### src/rtl/serializer_pkg.sv
// Shared types for the bit serializer: FSM state encoding and default word width.
// The PARITY encoding is only reached when SERIAL_PARITY_EN is defined.
package serializer_pkg;

  localparam int DEFAULT_WIDTH = 8;

  typedef enum logic [1:0] {
    IDLE   = 2'd0,
    SHIFT  = 2'd1,
    PARITY = 2'd2
  } state_t;

endpackage

### src/rtl/ser_bit_counter.sv
// Bit counter for the serializer: clears to zero on load, then counts 0..WIDTH-1.
// It saturates at WIDTH-1 and flags it on term, so it never wraps inside a word.
module ser_bit_counter #(
  parameter int WIDTH = 8
) (
  input  logic clk,
  input  logic reset,
  input  logic clear,
  input  logic en,
  output logic term
);

  localparam int CW = $clog2(WIDTH + 1);
  localparam logic [CW-1:0] LAST = CW'(WIDTH - 1);

  logic [CW-1:0] count;

  always_ff @(posedge clk or negedge reset) begin
    if (!reset) begin
      count <= '0;
    end else if (clear) begin
      count <= '0;
    end else if (en && (count != LAST)) begin
      count <= count + CW'(1);
    end
  end

  assign term = (count == LAST);

endmodule

### src/rtl/bit_serializer.sv
// Parallel-to-serial converter with registered x/x_valid/done outputs.
// Define SERIAL_PARITY_EN to append an even-parity bit after each word.
module bit_serializer
  import serializer_pkg::*;
#(
  parameter int WIDTH     = DEFAULT_WIDTH,
  parameter int MSB_FIRST = 1
) (
  input  logic             clk,
  input  logic             reset,
  input  logic [WIDTH-1:0] din,
  input  logic             load,
  output logic             ready,
  output logic             x,
  output logic             x_valid,
  output logic             done
);

  state_t           state, state_nxt;
  logic [WIDTH-1:0] sreg, sreg_nxt;
  logic             x_nxt, x_valid_nxt, done_nxt;
  logic             cnt_clear, cnt_en, term;
`ifdef SERIAL_PARITY_EN
  logic             par, par_nxt;
`endif

  // The register always holds the bits not yet driven, so the outgoing bit sits at one end.
  function automatic logic out_bit(input logic [WIDTH-1:0] w);
    return (MSB_FIRST != 0) ? w[WIDTH-1] : w[0];
  endfunction

  function automatic logic [WIDTH-1:0] shift_out(input logic [WIDTH-1:0] w);
    return (MSB_FIRST != 0) ? {w[WIDTH-2:0], 1'b0} : {1'b0, w[WIDTH-1:1]};
  endfunction

  assign ready = (state == IDLE);

  ser_bit_counter #(
    .WIDTH(WIDTH)
  ) u_cnt (
    .clk  (clk),
    .reset(reset),
    .clear(cnt_clear),
    .en   (cnt_en),
    .term (term)
  );

  always_comb begin
    state_nxt   = state;
    sreg_nxt    = sreg;
    x_nxt       = 1'b0;
    x_valid_nxt = 1'b0;
    done_nxt    = 1'b0;
    cnt_clear   = 1'b0;
    cnt_en      = 1'b0;
`ifdef SERIAL_PARITY_EN
    par_nxt     = par;
`endif
    case (state)
      IDLE: begin
        if (load) begin
          state_nxt   = SHIFT;
          sreg_nxt    = shift_out(din);
          x_nxt       = out_bit(din);
          x_valid_nxt = 1'b1;
          cnt_clear   = 1'b1;
`ifdef SERIAL_PARITY_EN
          par_nxt     = ^din;
`endif
        end
      end
      SHIFT: begin
        cnt_en = 1'b1;
        if (term) begin
`ifdef SERIAL_PARITY_EN
          state_nxt   = PARITY;
          x_nxt       = par;
          x_valid_nxt = 1'b1;
`else
          state_nxt   = IDLE;
          done_nxt    = 1'b1;
`endif
        end else begin
          sreg_nxt    = shift_out(sreg);
          x_nxt       = out_bit(sreg);
          x_valid_nxt = 1'b1;
        end
      end
`ifdef SERIAL_PARITY_EN
      PARITY: begin
        state_nxt = IDLE;
        done_nxt  = 1'b1;
      end
`endif
      default: state_nxt = IDLE;
    endcase
  end

  always_ff @(posedge clk or negedge reset) begin
    if (!reset) begin
      state   <= IDLE;
      sreg    <= '0;
      x       <= 1'b0;
      x_valid <= 1'b0;
      done    <= 1'b0;
`ifdef SERIAL_PARITY_EN
      par     <= 1'b0;
`endif
    end else begin
      state   <= state_nxt;
      sreg    <= sreg_nxt;
      x       <= x_nxt;
      x_valid <= x_valid_nxt;
      done    <= done_nxt;
`ifdef SERIAL_PARITY_EN
      par     <= par_nxt;
`endif
    end
  end

endmodule

### config.mk
export PLATFORM = sky130hd
export DESIGN_NAME = bit_serializer
export DESIGN_NICKNAME = d
export VERILOG_FILES = /design/src/rtl/serializer_pkg.sv /design/src/rtl/ser_bit_counter.sv /design/src/rtl/bit_serializer.sv
export SDC_FILE = /design/constraint.sdc
export NUM_CORES = 1
export LEC_CHECK = 0
export BUFFER_PORTS_ARGS = -buffer_cell sky130_fd_sc_hd__buf_2
export CAP_MARGIN = 30
export CORE_MARGIN = 3
export CORE_UTILIZATION = 37
export CTS_CLUSTER_SIZE = 28
export DETAILED_ROUTE_END_ITERATION = 7
export PLACE_DENSITY_LB_ADDON = 0.25
export SYNTH_ARGS = -nofsm -noshare
export SYNTH_HDL_FRONTEND = slang
export SYNTH_SLANG_ARGS = --single-unit
### constraint.sdc
create_clock -name clk -period 2.2 [get_ports clk]
set_clock_uncertainty 0.2 [all_clocks]
set_input_delay 0.22 -clock clk [delete_from_list [all_inputs] [get_ports clk]]
set_output_delay 0.22 -clock clk [all_outputs]
set_load 0.05 [all_outputs]
==> results.md, run 1 <==
- The flow ran to the end, and the final reports show no timing, DRC or antenna violations.
- The post-layout minimum cycle time is 1.861 ns.
- A synthesized cell averages about 13 µm².
- The final weighted congestion of routability-driven global placement is roughly 0.68.
- The final clock period utilization by the worst path is approximately 85%.
- Of the cells placed in the final design, the portion with a size suffix greater than 1 is between 40% and 50%.
- The die covers ~2500 µm².
- TritonCTS built the clock tree.
- For this configuration, the core starts out at a cell density of between 40% and 50%.
- The critical path is of the flop to flop type.
- The number of setup violations in the final report is 0.
- The final non-filler cell area is between 800 and 900 µm².
- The largest total area in the synthesized netlist belongs to dfrtp_1.
- After global routing, the most crowded layer is met2.
- Sorting the synthesized cells by area gives the leading types as dfrtp_1 52%, mux2_4 12%, mux2_2 9.3%, o21ai_0 4.1%, buf_6 3.1%.
- The aggregate global routing overflow is 0.
- The post-placement setup slack is around 0.36 ns.
- The most common cell in the synthesized netlist is dfrtp_1.
- Setup repair after global routing left no endpoint under its margin.
- No sink is reached through more buffers than the 2 on the longest clock path.
- The maximum ir drop on the vdd rail is around 0.53 mV.
- Counting every net in the synthesized netlist gives 67.
- Gates resized during post-CTS repair numbered 0.
- In this run the cell area of the synthesized design comes to 728.2 µm².
- The tree built by TritonCTS fans out to 15 sinks.
- The startpoint class of the critical path is a flop.
- Entering global routing, the biggest net connects 16 pins.
- The worst setup path is captured at a flop.
- The first-iteration detailed-routing DRC count is 3.
- Of the post-synthesis cell area, the dominant cell type holds between 50% and 60%.
- Dividing the detail-routed via count by the number of cells gives around 4.7.
- The global routing met2 resource utilization is between 10% and 20%.
- The number of synthesized register bits is 15.
- The post-synthesis cell type count is 21.
- CTS built an H-tree with a depth of 1.
- By count the netlist is led by 15 x dfrtp_1, 6 x mux2_2, 6 x mux2_4, 6 x o21ai_0.
- The number of instances in the synthesized netlist is 55.
- The later pin in the worst-skew pair is clocked with a latency of ~0.27 ns.
- The completed layout was analyzed and its total power is around 1.2 mW.
- The region available for standard cell placement spans about 1800 µm².
- The detailed placement HPWL is 974.1 µm.
- The clock power share is between 10% and 20%.
- The total via count after detailed routing is about 470.
- The number of enable-type register cells in the synthesized netlist is 0.
- In this run, CTS created clock tree buffers numbering 3.
- The max-slew violation total from the final report is 0.
- The met1 track demand over resource in global routing is between 10% and 20%.
- After detailed routing, the number of remaining DRC violations is 0.
- Data on the critical path arrives at its endpoint at 1.82 ns.
- After clock tree synthesis, the clock-pin slew on the worst setup and hold paths is 0.08 ns.
- The net switching fraction of the power is 38.42%.
- The total inserted antenna cells is 0.
- Registers are responsible for around two fifths of the overall power.
- During placement, the flow inserted port buffers numbering 14.
- The number of placed I/O pins is 15.
- The site row count is 15.
- The fraction of the core area covered by cells at the end of the flow is 48.84%.
- The finished layout holds 100 standard cells, fillers aside.
- The reported net switching power is between 0.4 and 0.5 mW.
- The number of placed cells counting well taps is slightly above 90.
- From bottom edge to top edge, the die measures approximately 50 µm.
- For this run, the detailed router's first-pass iteration total came to 4.
- Combinational cells account for 49.1% of the total power.
- The filler cell count in the final layout is roughly 170.
- Global routing used a little under an eighth of the available tracks across all layers.
- The total number of yosys warnings is 0.
- Across all hold checks on the routed design, the worst slack comes to about 0.047 ns.
- In this run the worst path has a maximum fanout of 8.
- The average routed wire per standard cell is 12.56 µm.
- The via count of the first global-routing pass is just under 500.
- In this run the static leakage power is roughly 0.44 nW.
- For this run, the post-layout net count is just under 90.
- The die is roughly 50 µm wide.
- The global routing usage on met3 is ~2.1%.
- At the worst endpoint, the required time is ~2.2 ns.
- The share of synthesized registers carrying an async set or reset is 100.0%.
- The accumulated negative setup slack is 0 ns.
- The tool flagged a number of max-cap violations equal to 0.
- In the post-route analysis, the smallest setup slack over all paths is 0.3388 ns.
- The first-pass GRT wire length is between 2000 and 2500 µm.
- The aggregate routed wire length is ~1300 µm.
- Based on the critical path, the design can be clocked at up to between 0.5 and 0.6 GHz.
- Power spread over the standard cell area amounts to between 1000 and 1500 nW/µm².
- The register area share after synthesis is between 50 and 60%.
- Headroom to the max-slew limit came out at between 70% and 80%.
- The synthesis-to-layout area growth is 19.59%.
- The cell internal power dissipation is 0.7607 mW.
- The leading register cell type out of synthesis is dfrtp_1.
- The final-report hold violation count is 0.
- The initial antenna violation count is 0.
- The path class of the tightest hold or removal check is input port to flop.
- At the pin with the least slew margin, the transition time is 0.3490 ns.
- The clock root buffer is clkbuf_4.
- Once detail routing completed, the nets flagged for antenna violations numbered 0.
- The total cell area at the placement stage is between 800 and 900 µm².
-- cell families (layout without fill, tap and decap cells) --
group,Yosys count,after routing,synth area share (%)
DFF,15,15,51.55
xor gates and xnor gates,1,1,1.203
buffers and inverters,5,25,4.639
muxes,13,13,23.02
adders and majority gates,1,1,1.718
and+or+nand+nor,9,9,8.591
AOI/OAI and AO/OA,11,11,9.279
-- layer usage --
metal  up-vias  part of all wire, %
met1       223                   45
met2        10                   49
li1        232                    -
met4         0                  1.7
met3         2                  3.8
met5         -                    0
-- power groups by stage --
stage	sequential [mW]	combinational [mW]	clock (mW)
4_1_cts	0.479	0.616	0.157
3_3_place_gp	0.477	0.599	0
5_1_grt	0.495	0.665	0.169
2_1_floorplan	0.526	0.458	0
6_report	0.478	0.607	0.150
3_5_place_dp	0.485	0.609	0
-- layout by cell type (no fill, tap or decap), types with 3 or more instances in the layout --
| master | n |
|---|---|
| dfrtp_1 | 15 |
| buf_2 | 14 |
| o21ai_0 | 6 |
| mux2_2 | 6 |
| mux2_4 | 6 |
| nand2_1 | 3 |
| inv_1 | 3 |
| clkbuf_4 | 3 |
| dlygate4sd3_1 | 3 |
-- what timing repair did --
item,CTS,global route
endpoints found under the hold margin,17,0
buffers inserted,0,0
hold buffers,3,0
-- critical path, cell delays in order (launching register included) --
cell and delay [ns]:
dfrtp_1 0.42, ha_1 0.26, and4b_1 0.32, nor2_8 0.23
mux2_4 0.32
-- area by class of cell --
type,instances,area [µm²],share of cell area (%)
timing repair buffer,18,107.6,12.36
sequential,15,375.4,43.10
multi-input combinational,35,319.1,36.64
clock buffer,4,26.28,3.017
tap,25,31.28,3.592
inverter,3,11.26,1.293
-- path summary, 6_finish.rpt --
kind / startpoint / to / slack [ns] / cells past startpoint
min in group asynchronous: reset / x$_DFF_PN0_ / 0.17 / 2
max reg2reg: u_cnt.count[0]$_DFFE_PN0P_ / sreg[7]$_DFFE_PN0P_ / 0.34 / 4
min reg2reg: sreg[2]$_DFFE_PN0P_ / sreg[2]$_DFFE_PN0P_ / 0.31 / 1
max: u_cnt.count[0]$_DFFE_PN0P_ / sreg[7]$_DFFE_PN0P_ / 0.34 / 4
min: load / state[0]$_DFFE_PN0P_ / 0.05 / 3
max in group asynchronous: reset / u_cnt.count[3]$_DFFE_PN0P_ / 1.39 / 2
-- flip-flops by register name (all words and copies together), names as in the netlist --
name / flops
state: 1
x: 1
done: 1
u_cnt.count: 4
x_valid: 1
sreg: 7
(Power assumes the default switching activity.)
==> run 2, diff against run 1 <==
==> constraint.sdc (replaced) <==
create_clock -name clk -period 1.7 [get_ports clk]
set_clock_uncertainty 0.2 [all_clocks]
set_input_delay 0.17 -clock clk [delete_from_list [all_inputs] [get_ports clk]]
set_output_delay 0.17 -clock clk [all_outputs]
set_load 0.05 [all_outputs]
==> run 2 against run 1 <==
  * Clock-buffer cell count is 1 lower
  * Total power is 41% higher
  * Worst hold slack worse by 0.012 ns
  * Sequential power is 24% higher
  * Global-route usage is 0.56 points lower
  * Final cell count is 8.0% higher
  * Largest cell class unchanged
  * Die area stayed put
  * Critical path type unchanged
  * Maximum frequency is 11% higher
  * Utilization is 3.6 points higher
  * First-iteration DRC count is 33% lower
  * Register-to-register slack worse by 0.32 ns
  * Combinational power is 55% higher
==> results.md, run 2 (same netlist as run 1, synthesis figures left out) <==
- 0 antenna diodes ended up in the layout.
- The first-iteration detailed-routing DRC count is 2.
- Clock-pin slew was measured on the worst setup and hold paths at around 0.090 ns.
- The synthesis-to-layout area growth is 28.52%.
- Buffers inserted during clock tree synthesis total 3.
- The post-placement setup slack is around 0.03 ns.
- In this run the number of H-tree levels came out at 1.
- The tightest hold path in the finished design has a slack of about 0.035 ns.
- The highest fanout seen on the critical path is 8.
- The aggregate routed wire length is between 1000 and 1500 µm.
- Counting the fill cells in the layout gives 162.
- The max-slew violation total from the final report is 0.
- At the pin with the least slew margin, the transition time is ~0.32 ns.
- The cell sitting at the root of the clock tree is a clkbuf_4.
- At the worst endpoint, the arrival time is 1.65 ns.
- The register with the most flip-flops in the layout has 7 of them.
- The final cell count without fillers is around 110.
- The core footprint is approximately 1800 µm².
- After floorplanning, the core was divided into 15 placement rows.
- The worst slew margin relative to its limit is between 70 and 80%.
- The initial antenna violation count is 0.
- The post-layout worst setup margin is approximately 0.022 ns.
- The critical path class is flop to flop.
- The number of nets with antenna violations after detailed routing is 0.
- The combined buffer and inverter count along the critical path is 0.
- The detail-routed via count per cell is between 4 and 5.
- The first global-routing pass estimated 2076 µm of wire.
- The slowest stage of the critical path is the dfrtp_1 cell.
- Detailed placement finished with a half-perimeter wire length of 961.7 µm.
- The maximum number of pins on one net before global-route repair is 16.
- The worst setup path is captured at a flop.
- The number of detailed-routing iterations run before antenna repair is 4.
- After detailed routing, the average wire length per cell comes to about 13 µm.
- The final non-filler cell area is 935.9 µm².
- The number of placed I/O pins is 15.
- Setup repair after global routing could not meet its margin everywhere.
- The number of placed cells counting well taps is slightly below 100.
- The final-report hold violation count is 0.
- The number of remaining DRC errors is 0.
- For this run, the slowest stage of the critical path takes ~0.40 ns.
- In this run the tool buffered the top-level ports with 14 buffer cells.
- Traced cell by cell, the critical path runs through ha_2, and4b_2, nor2_8, mux2_4.
- Setup violations remaining at the end of the flow were counted as 0.
- The via count of the first global-routing pass came to 468.
- The worst-case clock buffer depth is 2.
- The post-layout minimum cycle time is 1.678 ns.
- The most common cell after layout, fill and taps aside is dfrtp_1.
- The overall track demand over capacity in global routing is approximately 11%.
- The layout cell share with drive strength beyond 1 is 51.81%.
- The total via count after detailed routing is between 500 and 600.
- The floorplan step defined a die boundary enclosing around 2500 µm².
- The analysis attributes to cell leakage a power of 0.4781 nW.
- The sink count of the clock tree is 15.
- The startpoint class of the critical path is a flop.
- For this design the ratio of total power to cell area is 1854 nW/µm².
- The aggregate global routing overflow is 0.
- The required arrival time at the worst endpoint is approximately 1.7 ns.
- Dividing the final minimum period by the clock period gives a little over nine tenths.
- VDD sags by at most between 0.7 and 0.8 mV.
- The congestion estimate from routability-driven global placement came to 0.7362.
- The TritonCTS clock tree is built.
- In the final layout, the registers with the most flip-flops are sreg: 7 flops, u_cnt.count: 4 flops.
- For this configuration, the core starts out at a cell density of between 40% and 50%.
- The number of max-cap violations is 0.
- Based on the critical path, the design can be clocked at up to 0.5960 GHz.
- The insertion delay of the later-clocked pin in the worst-skew pair is approximately 0.28 ns.
- The flow ran to the end, and the final reports show no timing, DRC or antenna violations.
- The type of the tightest min-delay check is input port to flop.
- After detailed placement, the total cell area comes to between 800 and 900 µm².
- The kind of cell with the highest combined delay along the critical path is simple AND/OR/NAND/NOR gates.
- At the end of the flow, the number of nets in the layout was 96.
- The largest register by flop count is sreg.
- The floorplan step set the die height to slightly above 50 µm.
- In the layout the commonest cells are 15 x dfrtp_1, 14 x buf_2, 9 x buf_4.
- The die width is between 50 and 60 µm.
- Once layout is complete, the utilization of the core stands at 52.49%.
==> run 2: power breakdown <==
group | internal (mW) | switching [mW]
logic | 0.487 | 0.452
clock network | 0.0874 | 0.118
registers | 0.503 | 0.0880
==> run 2: worst paths after layout <==
check / cells after the start / from / slack (ns) / end
worst max-delay path: 4 / u_cnt.count[1]$_DFFE_PN0P_ / 0.02 / sreg[2]$_DFFE_PN0P_
worst min-delay path: 3 / din[5] / 0.03 / sreg[6]$_DFFE_PN0P_
worst max register to register: 4 / u_cnt.count[1]$_DFFE_PN0P_ / 0.02 / sreg[2]$_DFFE_PN0P_
worst min register to register: 1 / sreg[2]$_DFFE_PN0P_ / 0.32 / sreg[2]$_DFFE_PN0P_
max in group asynchronous: 2 / reset / 0.96 / u_cnt.count[3]$_DFFE_PN0P_
min in group asynchronous: 2 / reset / 0.10 / done$_DFF_PN0_
==> run 2: cell type report <==
class | count | area, µm² | share of cell area [%]
timing repair buffer | 26 | 167.7 | 17.91
multi-input combinational | 35 | 322.8 | 34.49
sequential | 15 | 375.4 | 40.11
inverter | 3 | 11.26 | 1.203
clock buffer | 3 | 22.52 | 2.406
tap | 25 | 31.28 | 3.342
clock inverter | 1 | 5.005 | 0.5348
==> run 2: worst register-to-register path, stage by stage, from the launching register on <==
cell and delay, ns:
dfrtp_1 0.40, ha_2 0.19, and4b_2 0.25, nor2_8 0.21
mux2_4 0.32
==> run 2: what timing repair did <==
item / CTS / global route
setup buffers: 0 / 3
gates resized for setup: 0 / 1
hold buffers: 3 / 0
setup endpoints to repair: 0 / 7
endpoints found under the hold margin: 17 / 0
==> run 2: metal layers <==
layer | GRT usage (%) | wire length [µm] | vias up
met4 | 8.072 | 46 | 0
met3 | 2.671 | 51 | 4
met2 | 16.52 | 643 | 13
met5 | 0 | 0 | -
met1 | 14.29 | 668 | 240
li1 | - | - | 249
==> run 2: stage by stage <==
stage	total power, mW	setup TNS, ns
detailed placement	1.481	0
finish	1.736	0
global placement	1.462	0
global route	1.841	-0.09870
CTS	1.693	0
floorplan	1.277	0
